File: config.mk
export PLATFORM = sky130hd
export DESIGN_NAME = rand_range_sampler_flat
export DESIGN_NICKNAME = d
export VERILOG_FILES = /design/src/rtl/rand_pkg.sv /design/src/rtl/rand_range_sampler_if.sv /design/src/rtl/range_mask_gen.sv /design/src/rtl/rand_range_sampler.sv /design/src/flat_wrapper.sv
export SDC_FILE = /design/constraint.sdc
export NUM_CORES = 1
export LEC_CHECK = 0
export CELL_PAD_IN_SITES_DETAIL_PLACEMENT = 1
export CELL_PAD_IN_SITES_GLOBAL_PLACEMENT = 1
export CORE_UTILIZATION = 43
export CTS_BUF_LIST = sky130_fd_sc_hd__clkbuf_8
export DETAILED_ROUTE_END_ITERATION = 16
export PLACE_DENSITY = 0.92
export RECOVER_POWER = 25
export SETUP_SLACK_MARGIN = 0.15
export SLEW_MARGIN = 20
export SYNTH_ARGS = -nofsm -noshare
export SYNTH_HDL_FRONTEND = slang
export SYNTH_HIERARCHICAL = 1
export SYNTH_SLANG_ARGS = --single-unit
File: constraint.sdc
create_clock -name i_clk -period 3.5 [get_ports i_clk]
set_clock_uncertainty 0.05 [all_clocks]
set_input_delay 0.7 -clock i_clk [delete_from_list [all_inputs] [get_ports i_clk]]
set_output_delay 0.7 -clock i_clk [all_outputs]
set_load 0.05 [all_outputs]
File: src/rtl/rand_pkg.sv
// Shared constants and state encoding for the bounded random sampler.
package rand_pkg;

    localparam int unsigned RAND_W_DEFAULT    = 16;
    localparam int unsigned MAX_RETRY_DEFAULT = 8;

    typedef enum logic [1:0] {
        S_IDLE    = 2'd0,
        S_ADVANCE = 2'd1,
        S_SAMPLE  = 2'd2
    } state_t;

endpackage

File: src/rtl/rand_range_sampler_if.sv
// Request/result bundle between a consumer, the LFSR source and the sampler.
interface rand_range_sampler_if
    import rand_pkg::*;
#(
    parameter int unsigned RAND_W = RAND_W_DEFAULT
);

    logic              i_req;
    logic [RAND_W-1:0] i_range;
    logic [RAND_W-1:0] i_rand;
    logic              o_next;
    logic              o_busy;
    logic              o_valid;
    logic [RAND_W-1:0] o_value;
    logic              o_fallback;

    modport slave (
        input  i_req,
        input  i_range,
        input  i_rand,
        output o_next,
        output o_busy,
        output o_valid,
        output o_value,
        output o_fallback
    );

    modport master (
        output i_req,
        output i_range,
        output i_rand,
        input  o_next,
        input  o_busy,
        input  o_valid,
        input  o_value,
        input  o_fallback
    );

endinterface

File: src/rtl/range_mask_gen.sv
// Smallest all-ones mask covering (i_range-1); i_range==0 stands for 2^RAND_W.
module range_mask_gen
    import rand_pkg::*;
#(
    parameter int unsigned RAND_W = RAND_W_DEFAULT
) (
    input  logic [RAND_W-1:0] i_range,
    output logic [RAND_W-1:0] o_mask,
    output logic              o_full
);

    logic [RAND_W-1:0] bound;
    logic              seen;

    assign bound  = i_range - RAND_W'(1);
    assign o_full = (i_range == '0);

    // Scan from the MSB down: every bit at or below the leading one is set.
    always_comb begin
        seen   = 1'b0;
        o_mask = '0;
        for (int unsigned k = 0; k < RAND_W; k++) begin
            seen                 = seen | bound[RAND_W-1-k];
            o_mask[RAND_W-1-k]   = seen;
        end
    end

endmodule

File: src/rtl/rand_range_sampler.sv
// Mask-and-reject sampler producing an unbiased value in [0, range) from an LFSR stream.
module rand_range_sampler
    import rand_pkg::*;
#(
    parameter int unsigned RAND_W    = RAND_W_DEFAULT,
    parameter int unsigned MAX_RETRY = MAX_RETRY_DEFAULT
) (
    input  logic                 i_clk,
    input  logic                 i_rst,
    rand_range_sampler_if.slave  bus
);

    state_t            state_q, state_d;
    logic [RAND_W-1:0] range_q, range_d;
    logic [RAND_W-1:0] mask_q, mask_d;
    logic              full_q, full_d;
    logic [7:0]        retry_q, retry_d;
    logic [RAND_W-1:0] value_q, value_d;
    logic              valid_q, valid_d;
    logic              fallback_q, fallback_d;

    logic [RAND_W-1:0] gen_mask;
    logic              gen_full;
    logic [RAND_W-1:0] cand;
    logic [8:0]        retry_inc;

    range_mask_gen #(.RAND_W(RAND_W)) u_mask (
        .i_range (bus.i_range),
        .o_mask  (gen_mask),
        .o_full  (gen_full)
    );

    assign cand      = bus.i_rand & mask_q;
    assign retry_inc = {1'b0, retry_q} + 9'd1;

    assign bus.o_next     = (state_q == S_ADVANCE);
    assign bus.o_busy     = (state_q != S_IDLE);
    assign bus.o_valid    = valid_q;
    assign bus.o_value    = value_q;
    assign bus.o_fallback = fallback_q;

    always_comb begin
        state_d    = state_q;
        range_d    = range_q;
        mask_d     = mask_q;
        full_d     = full_q;
        retry_d    = retry_q;
        value_d    = value_q;
        fallback_d = fallback_q;
        valid_d    = 1'b0;

        case (state_q)
            S_IDLE: begin
                if (bus.i_req) begin
                    range_d = bus.i_range;
                    mask_d  = gen_mask;
                    full_d  = gen_full;
                    retry_d = '0;
                    state_d = S_ADVANCE;
                end
            end
            S_ADVANCE: begin
                state_d = S_SAMPLE;
            end
            S_SAMPLE: begin
                if (full_q || (cand < range_q)) begin
                    value_d    = cand;
                    fallback_d = 1'b0;
                    valid_d    = 1'b1;
                    state_d    = S_IDLE;
                end else if (retry_inc < 9'(MAX_RETRY)) begin
                    retry_d = retry_inc[7:0];
                    state_d = S_ADVANCE;
                end else begin
                    // mask < 2*range, so a rejected candidate minus range is in [0, range).
                    value_d    = cand - range_q;
                    fallback_d = 1'b1;
                    valid_d    = 1'b1;
                    state_d    = S_IDLE;
                end
            end
            default: begin
                state_d = S_IDLE;
            end
        endcase
    end

    always_ff @(posedge i_clk or posedge i_rst) begin
        if (i_rst) begin
            state_q    <= S_IDLE;
            range_q    <= '0;
            mask_q     <= '0;
            full_q     <= 1'b0;
            retry_q    <= '0;
            value_q    <= '0;
            valid_q    <= 1'b0;
            fallback_q <= 1'b0;
        end else begin
            state_q    <= state_d;
            range_q    <= range_d;
            mask_q     <= mask_d;
            full_q     <= full_d;
            retry_q    <= retry_d;
            value_q    <= value_d;
            valid_q    <= valid_d;
            fallback_q <= fallback_d;
        end
    end

endmodule

File: src/flat_wrapper.sv
// flat-port wrapper written by rule: the top's interface ports become plain ports
module rand_range_sampler_flat import rand_pkg::*;
#(
    parameter int unsigned RAND_W    = RAND_W_DEFAULT,
    parameter int unsigned MAX_RETRY = MAX_RETRY_DEFAULT
)
  (i_clk, i_rst, bus_i_req, bus_i_range, bus_i_rand, bus_o_next, bus_o_busy, bus_o_valid, bus_o_value, bus_o_fallback);
  rand_range_sampler_if #(.RAND_W(RAND_W)) bus_i ();
  input  logic i_clk;
  input  logic i_rst;
  input wire logic [$bits(bus_i.i_req)-1:0] bus_i_req;
  input wire logic [$bits(bus_i.i_range)-1:0] bus_i_range;
  input wire logic [$bits(bus_i.i_rand)-1:0] bus_i_rand;
  output wire logic [$bits(bus_i.o_next)-1:0] bus_o_next;
  output wire logic [$bits(bus_i.o_busy)-1:0] bus_o_busy;
  output wire logic [$bits(bus_i.o_valid)-1:0] bus_o_valid;
  output wire logic [$bits(bus_i.o_value)-1:0] bus_o_value;
  output wire logic [$bits(bus_i.o_fallback)-1:0] bus_o_fallback;
  assign bus_i.i_req = bus_i_req;
  assign bus_i.i_range = bus_i_range;
  assign bus_i.i_rand = bus_i_rand;
  assign bus_o_next = bus_i.o_next;
  assign bus_o_busy = bus_i.o_busy;
  assign bus_o_valid = bus_i.o_valid;
  assign bus_o_value = bus_i.o_value;
  assign bus_o_fallback = bus_i.o_fallback;
  rand_range_sampler #(.RAND_W(RAND_W), .MAX_RETRY(MAX_RETRY)) u_core (.i_clk(i_clk), .i_rst(i_rst), .bus(bus_i));
endmodule
==> results of run 1 <==
## state kept, by name (all words and copies together) (netlist names)
name	cells
u_core/bus.o_fallback	1
u_core/full_q	1
u_core/mask_q	16
u_core/retry_q	8
u_core/range_q	16
u_core/bus.o_valid	1
u_core/bus.o_value	16
u_core/state_q	2
## critical path, delay by kind of cell
kind                     cells  cell delay (ps)
AND/OR/NAND/NOR              3              760
adder cells (fa/ha/maj)      2              690
AO/OA/AOI/OAI                5              790
buffers and inverters        1              460
## routing by layer
layer	track usage (%)	vias to the layer above
li1	-	1836
met1	30.5	1880
met2	46.3	83
met3	3.65	14
met4	7.47	0
met5	0	-
## layout by cell type, fill, tap and decap left out, drive strengths merged, types with 2 or more instances in the layout
cell	count
a21oi	13
nor2	23
clkdlybuf4s50	53
or4	10
nand3	21
nor4b	2
ha	18
nor3	11
clkinv	3
a21o	4
nor2b	5
nand2	100
inv	30
nand2b	5
dfrtp	61
a32oi	8
nand4b	2
o21ba	2
a31oi	5
nor3b	3
nor4	11
nand4	9
a21boi	2
o221a	3
o21a	5
o21ai	35
buf	27
and3	6
xnor2	9
o311ai	6
and2	18
clkbuf	9
xor2	9
or2	3
o31ai	5
## power breakdown
group          switching (W)  internal (W)
combinational        0.00167       0.00100
sequential          0.000148      0.000987
clock               0.000250      0.000239
## worst max path at each step
stage,startpoint,to,cells past startpoint
2_1_floorplan,bus_i_range[4],u_core/mask_q[0]$_DFFE_PP0P_,10
3_3_place_gp,bus_i_rand[0],u_core/retry_q[2]$_DFFE_PP0P_,11
3_5_place_dp,bus_i_rand[0],u_core/retry_q[2]$_DFFE_PP0P_,11
4_1_cts,bus_i_rand[0],u_core/retry_q[2]$_DFFE_PP0P_,11
5_1_grt,bus_i_rand[0],u_core/bus.o_value[8]$_DFFE_PP0P_,11
6_report,bus_i_rand[0],u_core/retry_q[2]$_DFFE_PP0P_,11
## stage by stage
step / instance area [um2] / worst slack, ps / hold WS [ps] / TNS [ps] / instances
CTS: 4920 / 323 / 421 / 0 / 662
floorplan: 4060 / 562 / 387 / 0 / 482
global route: 4930 / 174 / 435 / 0 / 663
global placement: 4770 / 82.6 / 399 / 0 / 648
detailed placement: 4770 / -26.1 / 406 / -31.6 / 648
finish: 4930 / 282 / 418 / 0 / 663
## area by class of cell
class                           instances  area (um2)  area share, %
Multi-Input combinational cell        368        2270           46.0
Sequential cell                        61        1530           31.0
Timing Repair Buffer                   81         743           15.1
Tap cell                              111         139           2.82
Clock buffer                            9         124           2.51
Inverter                               28         105           2.13
Clock inverter                          5        22.5          0.457
## logic make-up (layout without fill, tap and decap cells)
kind of cell,after synthesis,in the layout,share of synthesized area (%)
xor gates and xnor gates,18,18,3.89
AOI/OAI and AO/OA,99,99,16.9
DFF,61,61,37.6
adders and majority gates,19,19,6.05
and+or+nand+nor,231,232,28.8
buffers and inverters,54,123,6.66
==> out/metrics.yaml, run 1 <==
outcome: "finished clean"
worstHoldPathCells: 2
grt_max_degree: 49
tightest_slew_ps: 1350
finalCritPeriodShare_pct: 91.9
holdPathEnd: "u_core/mask_q[8]$_DFFE_PP0P_"
post-synth-top-area-cell: "dfrtp_1"
r2r_end: "u_core/retry_q[2]$_DFFE_PP0P_"
totalPowerFinal_w: 0.00430
reg2reg_depth: 10
routabilityCongestion: 0.865
layout_min_cycle_time_ps: 3220
p_leak_nw: 2.19
cts_tree: "done"
path_max_fanout: 12
core_um2: 9200
nFillCells: 1151
grt-ovfl-total: 0
slew_headroom_pct: 9.89
ioPinCount: 55
finalSetupViolations: 0
synth_most_common_cell: "nand2_1"
wl_met1_mm: 5.03
die_y_um: 99.1
synth_area_um2: 4060
crit_path_cell_trace: "clkdlybuf4s50_1 -> nand2_1 -> ha_1 -> fa_1 -> nor2b_4 -> o31ai_2 -> a31oi_2 -> a311oi_2 -> or4_4 -> o2bb2ai_1 -> a21o_1"
dieArea_um2: 9830
ys_ff_latch: 61
cap_violations: 0
cp_slowest_cell: "or4_4"
io_buffers: 54
wl_met2_mm: 6.17
avgRoutedWirePerCell_um: 17.7
max_freq_mhz: 311
cp-end-kind: "flip-flop"
synth_area_per_cell_um2: 8.42
synth_top_area_share_pct: 37.6
drc: 0
worst_path_largest_cell_delay_ps: 530
post-route-util_pct: 53.6
post_cts_resized: 0
ant_nets: 0
post_cts_buffers: 0
cts_buffers: 9
worstSkewPairLatency_ps: 330
yosysUniqueCellTypes: 64
synthFlopType: "dfrtp_1"
num-nets-final: 603
min_path_type: "reg2reg"
dieWidth_um: 99.1
arrival_ps: 3400
synthTopCellsByCount: "100 x nand2_1, 61 x dfrtp_1, 27 x inv_1, 25 x o21ai_0, 22 x nor2_1"
routed_wl_mm: 11.7
dr.pass1.iters: 4
critPathLaunchType: "input port"
met3_length_um: 370
grt.total_usage_pct: 25.1
final-max-slew-violation-count: 0
irDropWorstVdd_v: 0.000304
rrSetupSlack_ps: 720
viasPerCell: 5.75
grt_pass1_vias: 4044
grt_first_pass_wirelength_mm: 19.5
worstSetupPathType: "in2reg"
cts_sinks: 61
cp.required_ps: 3680
async_flop_share_pct: 100
vias: 3813
grt_antenna_before_repair: 0
cts_hold_buf: 0
cts.clk_slew.worst_paths_ps: 60
hold_violations: 0
start_util_pct: 44.1
top_layer_used: "met4"
drt_iter0_drc: 120
r2r-start: "u_core/mask_q[0]$_DFFE_PP0P_"
cts_max_level: 3
hpwl_mm: 9.17
p_per_area_nw_per_um2: 873
antenna_cells: 0
rsz0062_at_grt: "no"
layout-drive-gt1-share_pct: 10.5
syn_inst: 482
seq_area_frac_synth_pct: 37.6
hp-start: "u_core/mask_q[8]$_DFFE_PP0P_"
synthTopCellsByArea: "dfrtp_1 38%, nand2_1 9.3%, ha_1 5.6%, o21ai_0 3.1%, and2_1 2.6%"
clockBufferDepth: 2
synth_edf_count: 0
synth_nets: 536
area_delta_synth_final_pct: 21.4
cts-root-buf: "clkbuf_8"
rows: 35
yosys_warnings: 6
(Power assumes the default switching activity.)
==> run 2: changes to the inputs <==
--- a/config.mk
+++ b/config.mk
@@ -13,7 +13,6 @@
 export PLACE_DENSITY = 0.92
 export RECOVER_POWER = 25
 export SETUP_SLACK_MARGIN = 0.15
-export SLEW_MARGIN = 20
 export SYNTH_ARGS = -nofsm -noshare
 export SYNTH_HDL_FRONTEND = slang
 export SYNTH_HIERARCHICAL = 1
==> results of run 2 <==
Final layout, timing and power as in run 1 (identical DEF).
==> run 3: changes to the inputs <==
--- a/config.mk
+++ b/config.mk
@@ -7,6 +7,7 @@
 export LEC_CHECK = 0
 export CELL_PAD_IN_SITES_DETAIL_PLACEMENT = 1
 export CELL_PAD_IN_SITES_GLOBAL_PLACEMENT = 1
+export CORE_MARGIN = 1.5
 export CORE_UTILIZATION = 43
 export CTS_BUF_LIST = sky130_fd_sc_hd__clkbuf_8
 export DETAILED_ROUTE_END_ITERATION = 16
==> run 3 against run 2 <==
Effect of this change:
- the flow now finishes with violations (max-capacitance violations, max-slew violations)
- final area grew 0.56%
- register-to-register slack is essentially flat
- largest power group unchanged
- utilization grew 0.30 points
- clock-buffer cell count grew 1
- critical path depth is the same
- sequential cell count is the same
- die area grew 2.0%
- clock power grew 20%
- sequential power is essentially flat
- routed wire length shrank 3.8%
- global-route usage shrank 1.4 points
==> out/metrics.yaml, run 3 (synthesized netlist as in run 1, its figures left out) <==
layout_min_cycle_time_ps: 3200  # was 3220 ps
cts_tree: "done"  # unchanged
cts_max_level: 3  # unchanged
nFillCells: 1110  # was 1,151
viasPerCell: 5.76  # was 5.75
r2r_end: "u_core/bus.o_value[7]$_DFFE_PP0P_"  # was u_core/retry_q[2]$_DFFE_PP0P_
core_um2: 9200  # unchanged
cp.buffers_inverters: 1  # unchanged
cts_sinks: 61  # unchanged
cts_buffers: 9  # unchanged
worstHoldPathCells: 2  # unchanged
worstSkewPairLatency_ps: 330  # about the same
post_cts_resized: 0  # unchanged
rsz0062_at_grt: "no"  # unchanged
die_y_um: 100  # was 99.1 um
arrival_ps: 3370  # was 3400 ps
grt_first_pass_wirelength_mm: 18.8  # was 19.5 mm
io_buffers: 54  # unchanged
r2r-start: "u_core/mask_q[2]$_DFFE_PP0P_"  # was u_core/mask_q[0]$_DFFE_PP0P_
hold_violations: 0  # unchanged
swShare_pct: 46.8  # was 48.1%
cp-end-kind: "flip-flop"  # unchanged
layout_commonest_cell: "nand2_1"  # unchanged
rrSetupSlack_ps: 730  # was 720 ps
cts_hold_buf: 0  # unchanged
grt-ovfl-total: 0  # unchanged
clockPowerShare_pct: 13.4  # was 11.4%
reg2reg_depth: 9  # was 10
slew_headroom_pct: -24.9  # was 9.89%
start_util_pct: 44.1  # unchanged
hpwl_mm: 8.78  # was 9.17 mm
routabilityCongestion: 0.899  # was 0.865
p_int_w: 0.00232  # was 0.00223 W
hp-start: "u_core/mask_q[4]$_DFFE_PP0P_"  # was u_core/mask_q[8]$_DFFE_PP0P_
dr.pass1.iters: 4  # unchanged
worstSetupPathType: "in2reg"  # unchanged
clockBufferDepth: 2  # unchanged
grt_pass1_vias: 3879  # was 4,044
post_cts_buffers: 0  # unchanged
min_path_type: "reg2reg"  # unchanged
path_max_fanout: 12  # unchanged
grt_max_degree: 49  # unchanged
fin_area_um2: 4950  # was 4930 um2
dieWidth_um: 100  # was 99.1 um
avgRoutedWirePerCell_um: 17.0  # was 17.7 um
outcome: "finished with violations"  # was finished clean
p_comb_share_pct: 60.7  # was 62.2%
max_freq_mhz: 313  # was 311 MHz
setup_ws_ps: 303  # was 282 ps
cts.clk_slew.worst_paths_ps: 60  # about the same
drc: 0  # unchanged
grt_antenna_before_repair: 0  # unchanged
irDropWorstVdd_v: 0.000317  # was 0.000304 V
cts-root-buf: "clkbuf_8"  # unchanged
drt_iter0_drc: 172  # was 120
grt.total_usage_pct: 23.7  # was 25.1%
routed_wl_mm: 11.3  # was 11.7 mm
worst_path_largest_cell_delay_ps: 530  # about the same
ioPinCount: 55  # unchanged
vias: 3818  # was 3,813
crit_path_cell_trace: "clkdlybuf4s50_1 -> nand2_1 -> ha_1 -> fa_1 -> nor2b_4 -> o31ai_2 -> a31oi_2 -> a311oi_2 -> or4_4 -> o2bb2ai_1 -> a21o_1"  # unchanged
critPathLaunchType: "input port"  # unchanged
ant_nets: 0  # unchanged
antenna_cells: 0  # unchanged
holdPathEnd: "u_core/mask_q[4]$_DFFE_PP0P_"  # was u_core/mask_q[8]$_DFFE_PP0P_
cp_slowest_cell: "or4_4"  # unchanged
crit_family: "compound AO/OA/AOI/OAI gates"  # unchanged
finalCritPeriodShare_pct: 91.4  # was 91.9%
p_switching_w: 0.00204  # was 0.00207 W
layout-drive-gt1-share_pct: 10.1  # was 10.5%
rows: 35  # unchanged
p_leak_nw: 2.20  # was 2.19 nW
mostFrequentLayoutCells: "100 x nand2_1, 61 x dfrtp_1, 53 x clkdlybuf4s50_1"  # unchanged
dieArea_um2: 10000  # was 9830 um2
placed_area_um2: 4780  # was 4770 um2
num-nets-final: 603  # unchanged
dp_slack_ps: -20.2  # was -26.1 ps
cp.required_ps: 3680  # about the same
tightest_slew_ps: 1870  # was 1350 ps
power_frac_seq_pct: 25.9  # was 26.4%
p_per_area_nw_per_um2: 880  # was 873 nW/um2
area_delta_synth_final_pct: 22.1  # was 21.4%
final-max-slew-violation-count: 49  # was 0
finalSetupViolations: 0  # unchanged
cap_violations: 1  # was 0
violations: "max-capacitance violations, max-slew violations"
run 3: tightest hold or removal path: stages (launching register included):
cell and delay [ps]:
dfrtp_1 340, nand2_1 50, nand2_1 50
run 3: worst max path at each step:
stage | endpoint | startpoint | slack, ps | depth (start not counted)
after detailed placement | u_core/retry_q[2]$_DFFE_PP0P_ | bus_i_rand[0] | -20 | 11
after CTS | u_core/retry_q[2]$_DFFE_PP0P_ | bus_i_rand[0] | 340 | 11
after global routing | u_core/retry_q[2]$_DFFE_PP0P_ | bus_i_rand[0] | 220 | 11
after global placement | u_core/retry_q[2]$_DFFE_PP0P_ | bus_i_rand[0] | 80 | 11
final | u_core/retry_q[2]$_DFFE_PP0P_ | bus_i_rand[0] | 300 | 11
after floorplan | u_core/mask_q[0]$_DFFE_PP0P_ | bus_i_range[4] | 560 | 10
run 3: final cells by class:
cell class | count | area, um2 | share of cell area, %
inverter | 28 | 105 | 2.12
timing repair buffer | 82 | 743 | 15.0
sequential | 61 | 1530 | 30.8
tap | 111 | 139 | 2.80
clock inverter | 4 | 42.5 | 0.859
multi-input combinational | 367 | 2260 | 45.6
clock buffer | 10 | 138 | 2.78
run 3: power by group through the flow:
stage	logic [W]	registers (W)	clock network [W]
2_1_floorplan	0.00169	0.00138	0
3_3_place_gp	0.00250	0.00112	0
3_5_place_dp	0.00260	0.00114	0
4_1_cts	0.00263	0.00113	0.000603
5_1_grt	0.00288	0.00116	0.000627
6_report	0.00265	0.00113	0.000586
run 3: metrics by stage:
step	setup TNS [ps]	power (W)	hold slack [ps]	utilization [%]	cells
floorplan	0	0.00307	387	-	482
global placement	0	0.00362	399	52.0	649
CTS	0	0.00437	421	53.9	663
global route	0	0.00467	436	53.9	663
detailed placement	-20.2	0.00374	406	52.0	649
finish	0	0.00436	422	53.9	663
run 3: layer usage:
layer  GRT usage (%)  routed length [um]  vias to the layer above
met3            3.97                 422                       10
met5               0                   0                        -
met1            29.8                5140                     1869
li1                -                   -                     1839
met4            6.50                 136                        0
met2            42.1                5600                      100
